--- config.mk ---
export PLATFORM = sky130hd
export DESIGN_NAME = rx_axis_pkt_gen
export DESIGN_NICKNAME = d
export VERILOG_FILES = /design/src/rtl/rx_tx_axis_pkg.sv /design/src/rtl/rx_axis_pkt_gen.sv
export SDC_FILE = /design/constraint.sdc
export NUM_CORES = 1
export LEC_CHECK = 0
export ABC_AREA = 0
export BUFFER_PORTS_ARGS = -buffer_cell sky130_fd_sc_hd__buf_2
export CAP_MARGIN = 20
export CORE_MARGIN = 4
export CORE_UTILIZATION = 30
export CTS_BUF_LIST = sky130_fd_sc_hd__clkbuf_4
export CTS_CLUSTER_SIZE = 12
export DETAILED_ROUTE_END_ITERATION = 8
export GPL_TIMING_DRIVEN = 0
export PLACE_DENSITY = 0.44
export SLEW_MARGIN = 20
export SYNTH_ARGS = -nofsm -noshare
export SYNTH_HDL_FRONTEND = slang
export SYNTH_SLANG_ARGS = --single-unit
--- constraint.sdc ---
create_clock -name rx_clk -period 14.5 [get_ports rx_clk]
set_input_delay 0.725 -clock rx_clk [delete_from_list [all_inputs] [get_ports rx_clk]]
set_output_delay 0.725 -clock rx_clk [all_outputs]
set_load 0.005 [all_outputs]
--- src/rtl/rx_tx_axis_pkg.sv ---
// Shared RX/TX AXI-Stream lane definitions: bus widths, generator FSM states
// and the last-beat byte-enable decode used by both generator and checker.
package rx_tx_axis_pkg;

    localparam int DATA_W = 32;
    localparam int KEEP_W = DATA_W / 8;

    typedef enum logic [1:0] {
        IDLE = 2'd0,
        SEND = 2'd1,
        GAP  = 2'd2,
        FIN  = 2'd3
    } gen_state_t;

    // Byte enables of a packet's final beat, from the low two bits of its length.
    function automatic logic [KEEP_W-1:0] keep_from_len(input logic [1:0] len_lo);
        logic [KEEP_W-1:0] keep;
        case (len_lo)
            2'd1:    keep = 4'b0001;
            2'd2:    keep = 4'b0011;
            2'd3:    keep = 4'b0111;
            default: keep = 4'b1111;
        endcase
        return keep;
    endfunction

endpackage

--- src/rtl/rx_axis_pkt_gen.sv ---
// Per-lane AXI-Stream packet source: emits a programmed burst of packets whose
// beats carry {lane, packet sequence, beat index}; never stalls (no tready).
module rx_axis_pkt_gen #(
    parameter logic [7:0] LANE_ID = 8'd0,
    parameter int         DATA_W  = 32
) (
    input  logic              rx_clk,
    input  logic              rx_rst,
    input  logic              start,
    input  logic              stop,
    input  logic [15:0]       pkt_len_bytes,
    input  logic [15:0]       num_pkts,
    input  logic [7:0]        ifg_cycles,
    output logic              busy,
    output logic              done,
    output logic [15:0]       pkt_count,
    output logic              rx_axis_tvalid,
    output logic [DATA_W-1:0] rx_axis_tdata,
    output logic              rx_axis_tlast,
    output logic [3:0]        rx_axis_tkeep
);
    import rx_tx_axis_pkg::*;

    gen_state_t        state_q, state_d;
    logic [1:0]        len_lo_q, len_lo_d;
    logic [15:0]       num_q, num_d;
    logic [7:0]        ifg_q, ifg_d;
    logic [16:0]       beats_q, beats_d;
    logic [15:0]       idx_q, idx_d;
    logic [7:0]        seq_q, seq_d;
    logic [7:0]        gap_q, gap_d;
    logic [15:0]       cnt_q, cnt_d;
    logic              busy_q, busy_d;
    logic              done_q, done_d;
    logic              tvalid_q, tvalid_d;
    logic [DATA_W-1:0] tdata_q, tdata_d;
    logic              tlast_q, tlast_d;
    logic [3:0]        tkeep_q, tkeep_d;

    logic              emit;
    logic              last_pkt;

    always_comb begin
        state_d  = state_q;
        len_lo_d = len_lo_q;
        num_d    = num_q;
        ifg_d    = ifg_q;
        beats_d  = beats_q;
        idx_d    = idx_q;
        seq_d    = seq_q;
        gap_d    = gap_q;
        cnt_d    = cnt_q;
        busy_d   = busy_q;
        done_d   = 1'b0;
        tvalid_d = 1'b0;
        tdata_d  = '0;
        tlast_d  = 1'b0;
        tkeep_d  = '0;
        emit     = 1'b0;
        last_pkt = (cnt_q + 16'd1) == num_q;

        case (state_q)
            IDLE: begin
                if (start) begin
                    len_lo_d = pkt_len_bytes[1:0];
                    num_d    = num_pkts;
                    ifg_d    = ifg_cycles;
                    beats_d  = ({1'b0, pkt_len_bytes} + 17'd3) >> 2;
                    idx_d    = '0;
                    seq_d    = '0;
                    cnt_d    = '0;
                    if (pkt_len_bytes == 16'd0 || num_pkts == 16'd0) begin
                        state_d = FIN;
                        done_d  = 1'b1;
                    end else begin
                        state_d = SEND;
                        busy_d  = 1'b1;
                        emit    = 1'b1;
                    end
                end
            end
            SEND: begin
                if (tlast_q) begin
                    cnt_d = cnt_q + 16'd1;
                    if (last_pkt || stop) begin
                        state_d = FIN;
                        busy_d  = 1'b0;
                        done_d  = 1'b1;
                    end else if (ifg_q != 8'd0) begin
                        state_d = GAP;
                        gap_d   = ifg_q;
                    end else begin
                        idx_d = '0;
                        seq_d = seq_q + 8'd1;
                        emit  = 1'b1;
                    end
                end else begin
                    idx_d = idx_q + 16'd1;
                    emit  = 1'b1;
                end
            end
            GAP: begin
                if (stop) begin
                    state_d = FIN;
                    busy_d  = 1'b0;
                    done_d  = 1'b1;
                end else if (gap_q <= 8'd1) begin
                    state_d = SEND;
                    idx_d   = '0;
                    seq_d   = seq_q + 8'd1;
                    emit    = 1'b1;
                end else begin
                    gap_d = gap_q - 8'd1;
                end
            end
            FIN: begin
                state_d = IDLE;
            end
            default: state_d = IDLE;
        endcase

        // Output registers hold the beat presented next cycle, built from the
        // already-updated counters so the first beat lands right after start.
        if (emit) begin
            tvalid_d = 1'b1;
            tdata_d  = {LANE_ID, seq_d, idx_d};
            tlast_d  = ({1'b0, idx_d} + 17'd1) == beats_d;
            tkeep_d  = tlast_d ? keep_from_len(len_lo_d) : 4'b1111;
        end
    end

    always_ff @(posedge rx_clk) begin
        if (rx_rst) begin
            state_q  <= IDLE;
            len_lo_q <= '0;
            num_q    <= '0;
            ifg_q    <= '0;
            beats_q  <= '0;
            idx_q    <= '0;
            seq_q    <= '0;
            gap_q    <= '0;
            cnt_q    <= '0;
            busy_q   <= 1'b0;
            done_q   <= 1'b0;
            tvalid_q <= 1'b0;
            tdata_q  <= '0;
            tlast_q  <= 1'b0;
            tkeep_q  <= '0;
        end else begin
            state_q  <= state_d;
            len_lo_q <= len_lo_d;
            num_q    <= num_d;
            ifg_q    <= ifg_d;
            beats_q  <= beats_d;
            idx_q    <= idx_d;
            seq_q    <= seq_d;
            gap_q    <= gap_d;
            cnt_q    <= cnt_d;
            busy_q   <= busy_d;
            done_q   <= done_d;
            tvalid_q <= tvalid_d;
            tdata_q  <= tdata_d;
            tlast_q  <= tlast_d;
            tkeep_q  <= tkeep_d;
        end
    end

    assign busy           = busy_q;
    assign done           = done_q;
    assign pkt_count      = cnt_q;
    assign rx_axis_tvalid = tvalid_q;
    assign rx_axis_tdata  = tdata_q;
    assign rx_axis_tlast  = tlast_q;
    assign rx_axis_tkeep  = tkeep_q;

endmodule
**Yosys cells after proc, flatten, opt, wreduce, memory -nomap -nowiden**

Index checks and enable logic that the tools add are counted.

- Latch bits: 0
- Memories: 0
- Bits in read-only memories: 0
- Bits in writable memories: 0
- Word-level logic and storage cells: 116
- Output and inout bits: 56
- Register bits: 133
- Input bits: 44

- $lt $le $gt $ge: 1
- $add $sub $neg: 6
- Shifts and indexed selects: 0
- Muxes and demuxes: 58
- Reductions and logical operators: 15
- Eq/ne operators: 19
- Divide/modulo/power cells: 0
- Bitwise logic cells: 1
- Multipliers: 0

Operators with widths:

| operator | count |
|---|---|
| $mux W16 | 8 |
| $mux W8 | 11 |
| $pmux W16 S3 | 1 |
| $mux W17 | 2 |
| $add A16 B1 Y16 const B | 2 |
| $logic_not A16 Y1 | 2 |
| $pmux W16 S2 | 1 |
| $pmux W8 S3 | 1 |
| $mux W1 | 18 |
| $mux W2 | 9 |
| $ne A2 B2 Y1 const B | 9 |
| $add A16 B1 Y17 const B | 1 |
| $add A16 B2 Y17 const B | 1 |
| $eq A17 B17 Y1 | 1 |
| $eq A16 B16 Y1 | 1 |
| $pmux W8 S2 | 1 |
| $pmux W4 S3 | 1 |
| $reduce_and A6 Y1 | 2 |
| $pmux W1 S3 | 3 |
| $add A8 B1 Y8 const B | 1 |
| $eq A2 B2 Y1 const B | 4 |
| $le A8 B1 Y1 const B | 1 |
| $pmux W2 S4 | 1 |
| $reduce_bool A8 Y1 | 1 |
| other kinds (13) | 17 |

**Logic depth before layout (Yosys ltp)**

Gate-level depths: netlist (run 1).

- Depth after elaboration: 9
- Gate-level depth with buffers: 21
- Gate-level depth less buffers: 19

**Worst setup path before layout (run 1)**

No wires, ideal clock.

- Kind: reg-to-reg
- From: reg cnt_q[0], in the netlist pkt_count[0]
- To: reg tkeep_q[3], in the netlist rx_axis_tkeep[3]
- Path slack: 9.876 ns
- Setup time: 0.138 ns
- Arrival: 4.486 ns
- Stages on the path, launching flop included: 21
- Path through: dfxtp_1 > ha_1 > and3_1 > buf_6 > and4_4 > or4_4 > a21oi_4 > nand4b_4 > buf_2 > a31oi_1 > o21ai_0 > inv_1 > ha_1 > nand2_1 > a211oi_1 > o211ai_2 > xnor3_1 > or3_1 > a211o_1 > and4b_1 > a41oi_1

- Word-level cells in the longest chain between the ends: 9
- Elaborated cells between the ends (all ways): 14

RTL lines:

| element | line | RTL |
|---|---|---|
| start: declaration | rx_axis_pkt_gen.sv:32 | `logic [15:0] cnt_q, cnt_d;` |
| start signal: assignment | rx_axis_pkt_gen.sv:158 | `cnt_q <= cnt_d;` |
| $add A16 B1 Y16 | rx_axis_pkt_gen.sv:60 | `last_pkt = (cnt_q + 16'd1) == num_q;` |
| $eq A16 B16 Y1 | rx_axis_pkt_gen.sv:60 |  |
| $logic_or A1 B1 Y1 | rx_axis_pkt_gen.sv:85 | `if (last_pkt \|\| stop) begin` |
| $mux W16 | rx_axis_pkt_gen.sv:85 |  |
| $mux W16 | rx_axis_pkt_gen.sv:83 | `if (tlast_q) begin` |
| $pmux W16 S3 | rx_axis_pkt_gen.sv:62 | `case (state_q)` |
| via idx_d[0] | rx_axis_pkt_gen.sv:29 | `logic [15:0] idx_q, idx_d;` |
| $add A16 B1 Y17 | rx_axis_pkt_gen.sv:127 | `tlast_d = ({1'b0, idx_d} + 17'd1) == beats_d;` |
| $eq A17 B17 Y1 | rx_axis_pkt_gen.sv:127 |  |
| $mux W4 | rx_axis_pkt_gen.sv:128 | `tkeep_d = tlast_d ? keep_from_len(len_lo_d) : 4'b1111;` |
| end signal: assignment | rx_axis_pkt_gen.sv:164 | `tkeep_q <= tkeep_d;` |
| end: declaration | rx_axis_pkt_gen.sv:38 | `logic [3:0] tkeep_q, tkeep_d;` |

The timed path passes the listed nets, and every way through them passes these cells.
A chain may end at the register's enable or synchronous reset.

**Final worst setup path (run 1)**

- From: reg cnt_q[8], in the netlist pkt_count[8]
- To: reg tkeep_q[2], in the netlist rx_axis_tkeep[2]

Same word-level chain as after synthesis.

==> metrics.txt, run 1 <==
status=finished, final reports clean; core area=24200 um2; Die Wd=165 um; fin nets=1123; fin cells=1406; Max Freq=177 MHz; Mapped Area=7360 um2; share of the synthesized area in the top cell type=0.340; Lkg Pwr=3.39 nW; Synth Warn #=0; most instantiated cells after synthesis=dfxtp_1, nor2_1, nand2_1; flops & latches, synth=125; clk sinks=125; FILL cells=2662; Mean Syn Cell Area=7.72 um2; crit path time final=5650 ps; first-pass GRT wire length=38300 um; RSZ-0062 raised after global routing=false; Max-Cap Viols=0; CTS tree=done; GRT overflow=0; Num CTS Buffers=17; Clk pin slew, worst setup/hold paths=140 ps; Final Max Tran Viols=0; pre-CTS WS=8870 ps; aggregate global-route resource usage=0.181; asr flop ratio synth=0; ANT nets after route=0; CTS resizes=0; Skew-Pair Late Insertion Delay=550 ps; Vias per Instance=5.16; Netlist cell types=83; critical path arrival=6030 ps; Final Skew=30.8 ps; share of cells above drive strength 1=0.153; DR iter-0 viols=483; Detailed Place HPWL=18300 um; CP required=14880 ps; period utilisation layout=0.390; EDFF count, synth=0; Seq/Total Area, Yosys=0.340; Final setup viols=0; VDD IR max=43.0 uV; Final Hold Fails=0; largest net degree at the start of global routing=17; die area=27100 um2; PD cells=109 nW/um2; Worst slew margin=0.257; post-CTS setup buffer count=0; Worst-Margin Slew=1100 ps; WL/cell=17.2 um; PortBufs=88; Ports=100; total chip power=0.930 mW; critical path class=reg -> reg; Startpoint Class=flop; final WL=24200 um; multi-input logic area=4480 um2; Longest Clk Path Bufs=2; hold depth=3; R2R cell count=19; Hold Path Class=in -> reg; count leader, synth=dfxtp_1; final hold slack=402 ps; DR vias=7260; Row Count=57; Crit Path Max Fanout=10; GPL Wtd Cong=0.852; most used flip-flop cell after synthesis=dfxtp_1; DRC Markers=0; setup TNS=0 ps; final worst slack=8850 ps; main area contributors after synthesis=dfxtp_1, nor2_1, a21oi_1; H-tree depth=4; vias in the first global route=6871; cell taking the most area after synthesis=dfxtp_1; die height=165 um; Post-CTS Hold Fix Bufs=0; initial core utilization=0.304; CP Capture Type=flop; initial antenna violation count=1; DR pass1 iterations=5; Clk Tree Root Cell=clkbuf_4; cells after synthesis=953; dpl cells=1372; Register Area=2500 um2; area grow syn2layout=16.3%
[flip-flops by register name (all words and copies together), names as in the netlist]
signal / cells
busy: 1
num_q: 16
rx_axis_tdata: 24
rx_axis_tlast: 1
pkt_count: 16
seq_q: 8
rx_axis_tkeep: 4
len_lo_q: 2
idx_q: 16
state_q: 2
rx_axis_tvalid: 1
beats_q: 17
ifg_q: 8
done: 1
gap_q: 8
[per-layer routing]
metal	up-vias	part of all wire	GRT usage	wire [um]
met4	0	0.012	0.0450	293
met1	3445	0.51	0.262	12400
met2	156	0.44	0.278	10700
met3	22	0.035	0.0319	847
met5	-	0	0	0
li1	3637	-	-	-
[critical path, stage by stage (launching register included)]
cell and delay [ps]:
dfxtp_1 400, clkbuf_1 330, nand4_1 200, nor3_1 470, a21oi_1 110, a311oi_2 550
nand4b_4 260, buf_2 260, a31oi_1 210, o21ai_0 280, inv_1 130, ha_1 220
nand2_1 90, a211oi_1 360, o211ai_2 270, xnor3_1 240, or3_1 330, a211o_1 240
and4b_1 340, a41oi_1 200
[placed cells by master (no fill, tap or decap), drive strengths merged, types with 13 or more instances in the layout]
master  instances
a211oi         14
or3            17
clkbuf         60
buf           108
inv            29
xor2           18
nor3           29
nor2          118
nor2b          14
dfxtp         125
xnor2          27
nand2         115
o21ai          50
nand3          27
a21oi          89
and3           17
nor4           13
a31oi          24
nand4          23
[per-stage QoR]
stage	cell area (um2)	util
after floorplan	7390	-
after global placement	8230	0.339
after detailed placement	8230	0.339
after CTS	8550	0.353
after global routing	8560	0.353
final	8560	0.353
[path summary, 6_finish.rpt]
path                              from                     endpoint  slack (ps)
max          pkt_count[8]$_SDFFE_PP0P_  rx_axis_tkeep[2]$_SDFF_PP0_        8850
min                      ifg_cycles[2]        ifg_q[2]$_SDFFE_PP0P_         400
max reg2reg  pkt_count[8]$_SDFFE_PP0P_  rx_axis_tkeep[2]$_SDFF_PP0_        8850
min reg2reg     beats_q[14]$_SDFF_PP0_       beats_q[14]$_SDFF_PP0_         470
[cell families (layout without fill, tap and decap cells)]
logic type | count (synthesis) | after routing | share of synthesized area
xor gates and xnor gates | 48 | 48 | 0.0639
buffers and inverters | 90 | 210 | 0.0546
adders and majority gates | 12 | 12 | 0.0204
and+or+nand+nor | 430 | 430 | 0.297
muxes | 6 | 6 | 0.00833
AOI/OAI and AO/OA | 241 | 241 | 0.215
other | 1 | 10 | 0.000510
DFF | 125 | 125 | 0.340
[layout make-up]
| class | count | share of cell area |
|---|---|---|
| flip-flops and latches | 125 | 0.292 |
| well taps | 324 | 0.0474 |
| clock buffers | 17 | 0.0149 |
| plain buffers | 63 | 0.0351 |
| multi-input cells | 745 | 0.524 |
| diodes | 2 | 0.000585 |
| repair buffers | 88 | 0.0515 |
| clock inverters | 15 | 0.0228 |
| inverters | 27 | 0.0118 |
[where the power goes]
group / switching, mW / internal [mW]
Combinational: 0.177 / 0.0867
Clock: 0.149 / 0.136
Sequential: 0.0147 / 0.366
Total: 0.341 / 0.589
(Power assumes the default switching activity.)
==> inputs of run 2 (changes only) <==
==> constraint.sdc (replaced) <==
create_clock -name rx_clk -period 5.9 [get_ports rx_clk]
set_input_delay 0.295 -clock rx_clk [delete_from_list [all_inputs] [get_ports rx_clk]]
set_output_delay 0.295 -clock rx_clk [all_outputs]
set_load 0.005 [all_outputs]
==> metrics.txt, run 2 (same netlist as run 1, synthesis figures left out) <==
Largest register FFs=24 (unchanged); GPL Wtd Cong=0.852 (unchanged); Detailed Place HPWL=18300 um (unchanged); status=finished, final reports clean (unchanged); Worst slew margin=0.274 (was 0.257); H-tree depth=4 (unchanged); DR iter-0 viols=453 (was 483); fin nets=1147 (was 1123); critical path arrival=5910 ps (was 6030 ps); largest net degree at the start of global routing=17 (unchanged); die area=27100 um2 (unchanged); Final Skew=32.1 ps (was 30.8 ps); CTS tree=done (unchanged); setup TNS=0 ps (unchanged); core area=24200 um2 (unchanged); initial core utilization=0.304 (unchanged); Num CTS Buffers=17 (unchanged); dpl cells=1372 (unchanged); Worst-Margin Slew=1080 ps (was 1100 ps); Hold Path Class=in -> reg (unchanged); Crit Path Max Fanout=10 (unchanged); Final Cell Area=8800 um2 (was 8560 um2); DRC Markers=0 (unchanged); Final setup viols=0 (unchanged); ANT nets after route=0 (unchanged); CP Capture Type=flop (unchanged); CP required=6290 ps (was 14880 ps); slowest stage delay, CP=540 ps (was 550 ps); vias in the first global route=7017 (was 6871); final hold slack=80.9 ps (was 402 ps); DR vias=7350 (was 7260); PortBufs=88 (unchanged); Skew-Pair Late Insertion Delay=560 ps (was 550 ps); aggregate global-route resource usage=0.184 (was 0.181); Clk Tree Root Cell=clkbuf_4 (unchanged); dpl cell area=8230 um2 (unchanged); worst path cell trace=ha_1 -> and3_1 -> buf_6 -> and4_4 -> or4_4 -> a21oi_4 -> nand4b_4 -> buf_2 -> a31oi_1 -> o21ai_1 -> inv_1 -> ha_1 -> nand2_1 -> a211oi_1 -> o211ai_2 -> xnor3_1 -> or3_1 -> a211o_1 -> and4b_1 -> a41oi_1 (was clkbuf_1 -> nand4_1 -> nor3_1 -> a21oi_1 -> a311oi_2 -> nand4b_4 -> buf_2 -> a31oi_1 -> o21ai_0 -> inv_1 -> ha_1 -> nand2_1 -> a211oi_1 -> o211ai_2 -> xnor3_1 -> or3_1 -> a211o_1 -> and4b_1 -> a41oi_1); crit path time final=5510 ps (was 5650 ps); post-CTS setup buffer count=0 (unchanged); hold depth=3 (unchanged); share of cells above drive strength 1=0.150 (was 0.153); initial antenna violation count=1 (unchanged); period utilisation layout=0.934 (was 0.390); Clk pin slew, worst setup/hold paths=130 ps (was 140 ps); critical path class=reg -> reg (unchanged); Ports=100 (unchanged); PD cells=261 nW/um2 (was 109 nW/um2); GRT overflow=0 (unchanged); DR pass1 iterations=6 (was 5); area grow syn2layout=19.6% (was 16.3%); R2R cell count=20 (was 19); Row Count=57 (unchanged); Final Max Tran Viols=0 (unchanged); Max Freq=181 MHz (was 177 MHz); Die Wd=165 um (unchanged); first-pass GRT wire length=38900 um (was 38300 um); Vias per Instance=5.14 (was 5.16); most frequent cells in the layout=dfxtp_1, nor2_1, nand2_1 (unchanged); Startpoint Class=flop (unchanged); VDD IR max=109 uV (was 43.0 uV); WP depth=20 (was 19); Top Family by Delay on Critical Path=simple AND/OR/NAND/NOR gates (was compound AO/OA/AOI/OAI gates); RSZ-0062 raised after global routing=false (unchanged); most used cell, CP=ha_1; Max-Cap Viols=0 (unchanged); Longest Clk Path Bufs=2 (unchanged); CP max-delay cell=or4_4 (was a311oi_2); Final Hold Fails=0 (unchanged); Buf/Inv on CP=3 (unchanged); Lkg Pwr=3.49 nW (was 3.39 nW); clk sinks=125 (unchanged); fin cells=1429 (was 1406); most common cell after layout, fill and taps aside=dfxtp_1 (unchanged); WL/cell=17.1 um (was 17.2 um); die height=165 um (unchanged); final WL=24400 um (was 24200 um)
[run 2: tightest hold or removal path: stages]
cell and delay (ps):
buf_2 130, nand3_1 90, a21oi_1 70
[run 2: what timing repair did]
| action | 4_1_cts | 5_1_grt |
|---|---|---|
| endpoints found under the hold margin | 24 | 0 |
| endpoints found under the setup margin | 0 | 3 |
| gates resized for setup | 0 | 2 |
| hold buffers | 24 | 0 |
[run 2: area by class of cell]
class	count	area, um2
repair buffers	112	681
fillers	2639	15400
inverters	27	101
diodes	1	2.50
flip-flops and latches	125	2500
well taps	324	405
plain buffers	63	300
multi-input cells	745	4490
clock inverters	15	195
clock buffers	17	128
[run 2: routing by layer]
metal,vias up,part of all wire,track usage
li1,3689,-,-
met1,3487,0.51,0.264
met2,152,0.44,0.287
met3,22,0.032,0.0319
met4,0,0.012,0.0450
met5,-,0,0
[run 2: per-stage QoR]
step                      power [mW]  utilization  worst slack (ps)
final                           2.30        0.363               387
after global routing            2.45        0.363              16.7
after CTS                       2.33        0.363               213
after detailed placement        1.60        0.339               269
after global placement          1.60        0.339               193
after floorplan                 1.38            -              1280
[run 2: final timing paths]
path	end	from	slack (ps)
worst max-delay path	rx_axis_tkeep[1]$_SDFF_PP0_	pkt_count[0]$_SDFFE_PP0P_	390
worst min-delay path	beats_q[14]$_SDFF_PP0_	pkt_len_bytes[15]	80
worst min register to register	beats_q[14]$_SDFF_PP0_	beats_q[14]$_SDFF_PP0_	470
worst max register to register	rx_axis_tkeep[1]$_SDFF_PP0_	pkt_count[0]$_SDFFE_PP0P_	390
[run 2: power by group]
group | leakage [nW] | switching [mW] | internal [mW] | total (mW)
Combinational | 2.31 | 0.439 | 0.224 | 0.662
Clock | 0.163 | 0.369 | 0.335 | 0.704
Sequential | 1.02 | 0.0359 | 0.899 | 0.935
==> inputs of run 3 (changes only) <==
==> constraint.sdc (replaced) <==
create_clock -name rx_clk -period 5.9 [get_ports rx_clk]
set_input_delay 0.59 -clock rx_clk [delete_from_list [all_inputs] [get_ports rx_clk]]
set_output_delay 0.59 -clock rx_clk [all_outputs]
set_load 0.005 [all_outputs]
==> metrics.txt, run 3 (same netlist as run 1, synthesis figures left out) <==
fin nets=1123 (was 1147); R2R cell count=20 (unchanged); Crit Path Max Fanout=10 (unchanged); Reg2Reg Launch Point=pkt_count[0]$_SDFFE_PP0P_ (unchanged); total chip power=2.29 mW (was 2.30 mW); CP required=6290 ps (about the same); fin cells=1406 (was 1429); Detailed Place HPWL=18300 um (unchanged); CTS tree=done (unchanged); Worst-Margin Slew=1110 ps (was 1080 ps); Ports=100 (unchanged); post-CTS setup buffer count=0 (unchanged); Startpoint Class=flop (unchanged); CP Capture Type=flop (unchanged); Vias per Instance=5.14 (about the same); DR pass1 iterations=5 (was 6); PD cells=267 nW/um2 (was 261 nW/um2); aggregate global-route resource usage=0.181 (was 0.184); Lkg Pwr=3.39 nW (was 3.49 nW); VDD IR max=106 uV (was 109 uV); share of cells above drive strength 1=0.154 (was 0.150); Worst slew margin=0.255 (was 0.274); pre-CTS WS=269 ps (unchanged); Max Freq=182 MHz (was 181 MHz); critical path arrival=5900 ps (was 5910 ps); setup TNS=0 ps (unchanged); Register Area=2500 um2 (unchanged); GRT overflow=0 (unchanged); hold_sp=ifg_cycles[2] (was pkt_len_bytes[15]); die area=27100 um2 (unchanged); most used cell, CP=ha_1 (unchanged); Num CTS Buffers=17 (unchanged); slowest stage delay, CP=540 ps (about the same); WL/cell=17.2 um (was 17.1 um); Largest register FFs=24 (unchanged); Final Hold Fails=0 (unchanged); H-tree depth=4 (unchanged); vias in the first global route=6871 (was 7017); dpl cell area=8230 um2 (unchanged); multi-input logic area=4490 um2 (unchanged); status=finished, final reports clean (unchanged); CP max-delay cell=or4_4 (unchanged); Final Skew=31.8 ps (was 32.1 ps); hold depth=3 (unchanged); Final setup viols=0 (unchanged); GPL Wtd Cong=0.852 (unchanged); initial antenna violation count=1 (unchanged); final WL=24200 um (was 24400 um); Top Family by Delay on Critical Path=simple AND/OR/NAND/NOR gates (unchanged); most common cell after layout, fill and taps aside=dfxtp_1 (unchanged); initial core utilization=0.304 (unchanged); DR vias=7232 (was 7350); Max-Cap Viols=0 (unchanged); Skew-Pair Late Insertion Delay=560 ps (about the same); largest net degree at the start of global routing=17 (unchanged); Clk pin slew, worst setup/hold paths=140 ps (was 130 ps); PortBufs=88 (unchanged); Row Count=57 (unchanged); critical path class=reg -> reg (unchanged); first-pass GRT wire length=38300 um (was 38900 um); worst path cell trace=ha_1 -> and3_1 -> buf_6 -> and4_4 -> or4_4 -> a21oi_4 -> nand4b_4 -> buf_2 -> a31oi_1 -> o21ai_1 -> inv_1 -> ha_1 -> nand2_1 -> a211oi_1 -> o211ai_2 -> xnor3_1 -> or3_1 -> a211o_1 -> and4b_1 -> a41oi_1 (unchanged); core area=24200 um2 (unchanged); clk sinks=125 (unchanged); Final Cell Area=8560 um2 (was 8800 um2); Buf/Inv on CP=3 (unchanged); period utilisation layout=0.932 (was 0.934); most frequent cells in the layout=dfxtp_1, nor2_1, nand2_1 (unchanged); Final Max Tran Viols=0 (unchanged); Hold Path Class=in -> reg (unchanged); die height=165 um (unchanged); r2r endpoint=rx_axis_tkeep[2]$_SDFF_PP0_ (was rx_axis_tkeep[1]$_SDFF_PP0_); Die Wd=165 um (unchanged); ANT nets after route=0 (unchanged); CTS resizes=0 (unchanged); FILL cells=2659 (was 2639); Hold EP=ifg_q[2]$_SDFFE_PP0P_ (was beats_q[14]$_SDFF_PP0_); Post-CTS Hold Fix Bufs=0 (was 24); Final Util=0.353 (was 0.363); final hold slack=255 ps (was 80.9 ps); Clk Tree Root Cell=clkbuf_4 (unchanged); area grow syn2layout=16.4% (was 19.6%); final worst slack=399 ps (was 387 ps); crit path time final=5500 ps (was 5510 ps); Longest Clk Path Bufs=2 (unchanged); dpl cells=1372 (unchanged); DR iter-0 viols=507 (was 453); flop-to-flop setup slack=400 ps (was 390 ps); RSZ-0062 raised after global routing=false (unchanged); DRC Markers=0 (unchanged)
==> run 3: cell count changes in the layout (fill, tap and decap cells not counted) <==
cell | before | now
diode_2 | 1 | 2
dlygate4sd3_1 | 24 | 0
==> run 3: per-layer routing <==
layer | wire [um] | GRT usage | vias to the layer above
met5 | 0 | 0 | -
met4 | 324 | 0.0450 | 0
met3 | 794 | 0.0319 | 26
met2 | 10600 | 0.278 | 143
met1 | 12500 | 0.262 | 3425
li1 | - | - | 3638
==> run 3: report_power, final <==
part           internal (mW)  total (mW)  switching [mW]  leakage (nW)
registers              0.899       0.935          0.0360          1.02
logic                  0.213       0.648           0.435          2.21
clock network          0.335       0.705           0.370         0.163
total                   1.45        2.29           0.840          3.39
==> run 3: area by class of cell <==
| class | instances | area share |
|---|---|---|
| antenna | 2 | 0.000584 |
| buffer | 63 | 0.0351 |
| clock buffer | 17 | 0.0149 |
| clock inverter | 15 | 0.0228 |
| inverter | 27 | 0.0118 |
| multi-input combinational | 745 | 0.524 |
| sequential | 125 | 0.292 |
| tap | 324 | 0.0473 |
| timing repair buffer | 88 | 0.0514 |
==> run 3: worst max-delay path by stage <==
stage	endpoint	start	cells after the start	slack, ps
2_1_floorplan	rx_axis_tkeep[3]$_SDFF_PP0_	pkt_count[0]$_SDFFE_PP0P_	20	1280
3_3_place_gp	rx_axis_tkeep[1]$_SDFF_PP0_	pkt_count[8]$_SDFFE_PP0P_	19	190
3_5_place_dp	rx_axis_tkeep[2]$_SDFF_PP0_	pkt_count[8]$_SDFFE_PP0P_	19	270
4_1_cts	rx_axis_tkeep[2]$_SDFF_PP0_	pkt_count[8]$_SDFFE_PP0P_	19	210
5_1_grt	rx_axis_tkeep[3]$_SDFF_PP0_	pkt_count[0]$_SDFFE_PP0P_	20	10
6_report	rx_axis_tkeep[2]$_SDFF_PP0_	pkt_count[0]$_SDFFE_PP0P_	20	400
==> run 3: worst register-to-register path, stage by stage (launching register included) <==
cell and delay, ps:
dfxtp_1 420, ha_1 330, and3_1 220, buf_6 130
and4_4 190, or4_4 540, a21oi_4 230, nand4b_4 230
buf_2 260, a31oi_1 220, o21ai_1 200, inv_1 100
ha_1 210, nand2_1 100, a211oi_1 350, o211ai_2 270
xnor3_1 250, or3_1 330, a211o_1 240, and4b_1 330
a41oi_1 210
